[config.mk]
export PLATFORM = sky130hd
export DESIGN_NAME = irq_arbiter
export DESIGN_NICKNAME = d
export VERILOG_FILES = /design/src/rtl/irq_arbiter.sv
export SDC_FILE = /design/constraint.sdc
export NUM_CORES = 1
export LEC_CHECK = 0
export CORE_ASPECT_RATIO = 1.5
export CORE_MARGIN = 2
export CORE_UTILIZATION = 45
export CTS_BUF_LIST = sky130_fd_sc_hd__clkbuf_16
export CTS_CLUSTER_SIZE = 25
export DETAILED_ROUTE_END_ITERATION = 8
export GPL_TIMING_DRIVEN = 0
export PLACE_DENSITY = 0.8
export SYNTH_ARGS = -nofsm -noshare
export SYNTH_HDL_FRONTEND = slang
export SYNTH_SLANG_ARGS = --single-unit
[constraint.sdc]
create_clock -name ph1 -period 1.9 [get_ports ph1]
set_clock_uncertainty 0.1 [all_clocks]
set_input_delay 0.38 -clock ph1 [delete_from_list [all_inputs] [get_ports ph1]]
set_output_delay 0.38 -clock ph1 [all_outputs]
set_load 0.005 [all_outputs]
[src/rtl/irq_arbiter.sv]
// Interrupt arbiter: latches edge/level requests, masks them, and hands one line at a time to the core
// through an irq_req/irq_ack/irq_done handshake. Lowest index has the highest priority; there is no nesting.
module irq_arbiter #(
  parameter int              NIRQ      = 8,
  parameter int              VECW      = 3,
  parameter logic [NIRQ-1:0] EDGE_MASK = 8'hFF
) (
  input  logic            ph1,
  input  logic            reset_b,
  input  logic [NIRQ-1:0] interrupts,
  input  logic            mask_we,
  input  logic [NIRQ-1:0] mask_wdata,
  output logic [NIRQ-1:0] mask_q,
  input  logic            clr_we,
  input  logic [NIRQ-1:0] clr_wdata,
  output logic [NIRQ-1:0] pending,
  output logic [NIRQ-1:0] overrun,
  output logic            irq_req,
  output logic [VECW-1:0] irq_vec,
  input  logic            irq_ack,
  input  logic            irq_done,
  output logic            in_service
);

  typedef enum logic [1:0] {
    IDLE    = 2'd0,
    REQ     = 2'd1,
    SERVICE = 2'd2
  } state_t;

  state_t          state_q, state_d;
  logic [NIRQ-1:0] prev_q, prev_d;
  logic [NIRQ-1:0] pending_q, pending_d;
  logic [NIRQ-1:0] overrun_q, overrun_d;
  logic [NIRQ-1:0] mask_d;
  logic            irq_req_q, irq_req_d;
  logic [VECW-1:0] irq_vec_q, irq_vec_d;
  logic            in_service_q, in_service_d;

  logic [NIRQ-1:0] rise;
  logic [NIRQ-1:0] eligible;
  logic [NIRQ-1:0] sw_clr;
  logic [NIRQ-1:0] ack_clr;
  logic [NIRQ-1:0] edge_pend;
  logic [VECW-1:0] winner;
  logic            ack_hit;

  always_comb begin
    rise     = interrupts & ~prev_q;
    eligible = pending_q & mask_q;
    ack_hit  = (state_q == REQ) && irq_ack;
    sw_clr   = clr_we ? clr_wdata : '0;
    ack_clr  = ack_hit ? (NIRQ'(1) << irq_vec_q) : '0;

    winner = '0;
    for (int i = NIRQ - 1; i >= 0; i--) begin
      if (eligible[i]) winner = VECW'(i);
    end

    // A rise in the same cycle as any clear survives, so no edge is lost.
    edge_pend = (pending_q & ~(sw_clr | ack_clr)) | rise;
    pending_d = (edge_pend & EDGE_MASK) | (interrupts & ~EDGE_MASK);
    overrun_d = ((overrun_q & ~sw_clr) | (rise & pending_q)) & EDGE_MASK;
    prev_d    = interrupts;
    mask_d    = mask_we ? mask_wdata : mask_q;

    state_d      = state_q;
    irq_req_d    = irq_req_q;
    irq_vec_d    = irq_vec_q;
    in_service_d = in_service_q;
    case (state_q)
      IDLE: begin
        if (eligible != '0) begin
          irq_vec_d = winner;
          irq_req_d = 1'b1;
          state_d   = REQ;
        end
      end
      REQ: begin
        if (irq_ack) begin
          irq_req_d    = 1'b0;
          in_service_d = 1'b1;
          state_d      = SERVICE;
        end else if (!eligible[irq_vec_q]) begin
          irq_req_d = 1'b0;
          state_d   = IDLE;
        end
      end
      SERVICE: begin
        if (irq_done) begin
          in_service_d = 1'b0;
          state_d      = IDLE;
        end
      end
      default: begin
        irq_req_d    = 1'b0;
        in_service_d = 1'b0;
        state_d      = IDLE;
      end
    endcase
  end

  always_ff @(posedge ph1 or negedge reset_b) begin
    if (!reset_b) begin
      state_q      <= IDLE;
      prev_q       <= '1;
      pending_q    <= '0;
      overrun_q    <= '0;
      mask_q       <= '0;
      irq_req_q    <= 1'b0;
      irq_vec_q    <= '0;
      in_service_q <= 1'b0;
    end else begin
      state_q      <= state_d;
      prev_q       <= prev_d;
      pending_q    <= pending_d;
      overrun_q    <= overrun_d;
      mask_q       <= mask_d;
      irq_req_q    <= irq_req_d;
      irq_vec_q    <= irq_vec_d;
      in_service_q <= in_service_d;
    end
  end

  assign pending    = pending_q;
  assign overrun    = overrun_q;
  assign irq_req    = irq_req_q;
  assign irq_vec    = irq_vec_q;
  assign in_service = in_service_q;

endmodule

==> results of run 1 <==
## cells by family after synthesis
kind of cell	share of synthesized area
compound gates	0.192
buf+inv	0.00952
flops	0.577
mux	0.0791
simple gates	0.142
## layout make-up
| cell class | instances | area, um^2 | area share |
|---|---|---|---|
| clock buffer | 5 | 125 | 0.0504 |
| clock inverter | 3 | 38.8 | 0.0156 |
| tap | 43 | 53.8 | 0.0217 |
| sequential | 39 | 986 | 0.397 |
| timing repair buffer | 56 | 556 | 0.224 |
| multi-input combinational | 100 | 706 | 0.284 |
| buffer | 4 | 16.3 | 0.00656 |
## synth_stat cells (all sizes together), types with 2 or more instances
cell,count
nor2,3
o21ai,4
nor3b,2
a31o,8
a21oi,6
mux4,2
dfrtp,31
nor2b,10
a22oi,2
nand3,4
dfstp,8
mux2,8
clkbuf,3
a22o,12
nand2,29
## power by group through the flow
stage                     clock network (uW)  registers [uW]  logic [uW]
after CTS                                934            1180         928
after detailed placement                   0            1190         919
after global routing                     977            1210        1010
after global placement                     0            1180         896
final                                    923            1180         923
after floorplan                            0            1160         481
## worst min-delay path by stage
stage,startpoint,to,cells past startpoint
after global placement,irq_req,irq_req,1
after floorplan,reset_b,in_service,0
after detailed placement,irq_req,irq_req,1
after global routing,reset_b,pending[6],1
final,reset_b,overrun[6],1
after CTS,reset_b,overrun[6],1
## per-stage QoR
step	utilization	area, um^2	hold slack (ns)	power, uW	setup TNS, ns
after floorplan	-	1710	-0.0156	1640	0
after global placement	0.636	2320	0.367	2070	-14.97
after detailed placement	0.635	2320	0.373	2110	-0.183
after CTS	0.680	2480	0.134	3040	0
after global routing	0.680	2480	0.178	3190	0
final	0.680	2480	0.100	3030	0
## sequential cells by signal, indices dropped and copies added (netlist names)
| register | cells |
|---|---|
| in_service | 1 |
| irq_req | 1 |
| irq_vec | 3 |
| mask_q | 8 |
| overrun | 8 |
| pending | 8 |
| prev_q | 8 |
| state_q | 2 |
## routing by layer
layer	track usage	vias up	share of wire
met5	0	-	0
met4	0.118	0	0.036
met3	0.0375	10	0.043
met2	0.358	48	0.53
met1	0.243	708	0.39
li1	-	645	-
==> summary.txt, run 1 <==
Most common cell after layout, fill and taps aside = clkdlybuf4s50_1
Arrival time worst endpoint = 1.30 ns
Worst Setup EP = pending[7]
Clock-pin slew on the worst setup and hold paths = 0.05 ns
Synth async-reset ratio = 1.00
Critical Path Stages = 1
Worst setup path start = pending[7]
Register area share after synthesis = 0.577
P&R area growth vs syn = 45.3%
Dpl cells = 242
RePlAce Congestion = 0.829
Yosys Warn Count = 0
Worst R2R End = irq_req
CP required = 1.42 ns
Sw Pwr = 877 uW
Clk pwr share = 0.305
Htree depth = 2
Critical path's largest stage delay = 0.55 ns
Worst VDD drop = 0.834 mV
Layout cells sized above 1 = 0.111
Max Cap Viol = 0
Final min period = 1.78 ns
Vias/cell = 5.64
Initial antenna violation count = 0
Post-CTS Setup Bufs = 0
Flop pwr share = 0.390
Hold WC Path Type = input port to asynchronous set/reset pin
Initial core utilization = 0.468
Synth Flop Type = dfrtp_1
Post-DR wirelength/cell = 16.4 um
IO Pins = 59
Crit path max-delay family = buffers and inverters
PD cells = 1220 nW/um^2
Most frequent cells in the layout = clkdlybuf4s50_1 (55), dfrtp_1 (31), nand2_1 (28)
Global route overflow = 0
Finished Layout Cells = 250
Synth area leader = dfrtp_1
Reg2reg start = mask_q[3]
Number of global-route vias before repair = 1,505
Crit path cell chain = clkdlybuf4s50_1
HPWL Detailed = 3.08 mm
Fin nets = 236
CP Max Fanout = 6
# setup viols final = 0
Remaining antenna violation count = 0
DRC = 0
Cell variety after synth = 29
Cell leakage power = 0.00100 uW
Ant. Diodes = 0
RSZ-0062 raised after global routing = no
Syn_nets = 173
CTS Hold Bufs = 0
Drt total wl = 4.09 mm
Slew HR = 0.441
Kind of critical path = flip-flop to output pin
Router iterations before antenna repair = 4
Gate Count Post-Synth = 143
Die height = 79.5 um
Synth Register Bits = 39
Mapped cell area = 1710 um^2
Least-Margin Pin Slew = 0.838 ns
Final Cycle Share = 0.939
Cts bufs inserted = 5
Sw Ratio = 0.290
Synth area leaders = dfrtp_1 (45%), dfstp_2 (12%), nand2_1 (6.2%)
Iter 0 DRT Violations = 42
CTS tree = done
Syn Area/Cell = 11.9 um^2
Synth top area share = 0.454
First-pass GRT wire length = 6.67 mm
R2r setup slk = 0.26 ns
Number of flops mapped to enable cells by yosys = 0
Gr usage total = 0.212
Core ar. = 3650 um^2
Sink Count = 39
Critical path buffer and inverter count = 1
Row cnt = 27
Fin worst setup slack = 0.116 ns
R2R depth = 3
Pint = 2150 uW
Final Hold Fails = 0
Pre-CTS setup slack = -0.0660 ns
Clock tree buffer depth = 2
Fillers = 290
Crit start category = flip-flop
Combinational share of power = 0.305
Max Freq = 561 MHz
Overall die width = 54.3 um
Via Count = 1,411
Max Slew Vio Count = 0
Status = complete, no violations
PortBufs = 56
CP max-delay cell = clkdlybuf4s50_1
CTS Root Cell = clkbuf_16
Largest net degree at the start of global routing = 40
Die area = 4310 um^2
Post-cts resize count = 0
Worst Setup End Kind = output pin
Insertion delay to the later sink of the worst-skew pair = 0.28 ns
Power figures use the tool's default switching activity.
==> inputs of run 2 (changes only) <==
- CAP_MARGIN: unset -> 20
==> results of run 2 <==
No change in the layout: final DEF, timing and power equal those of run 1.
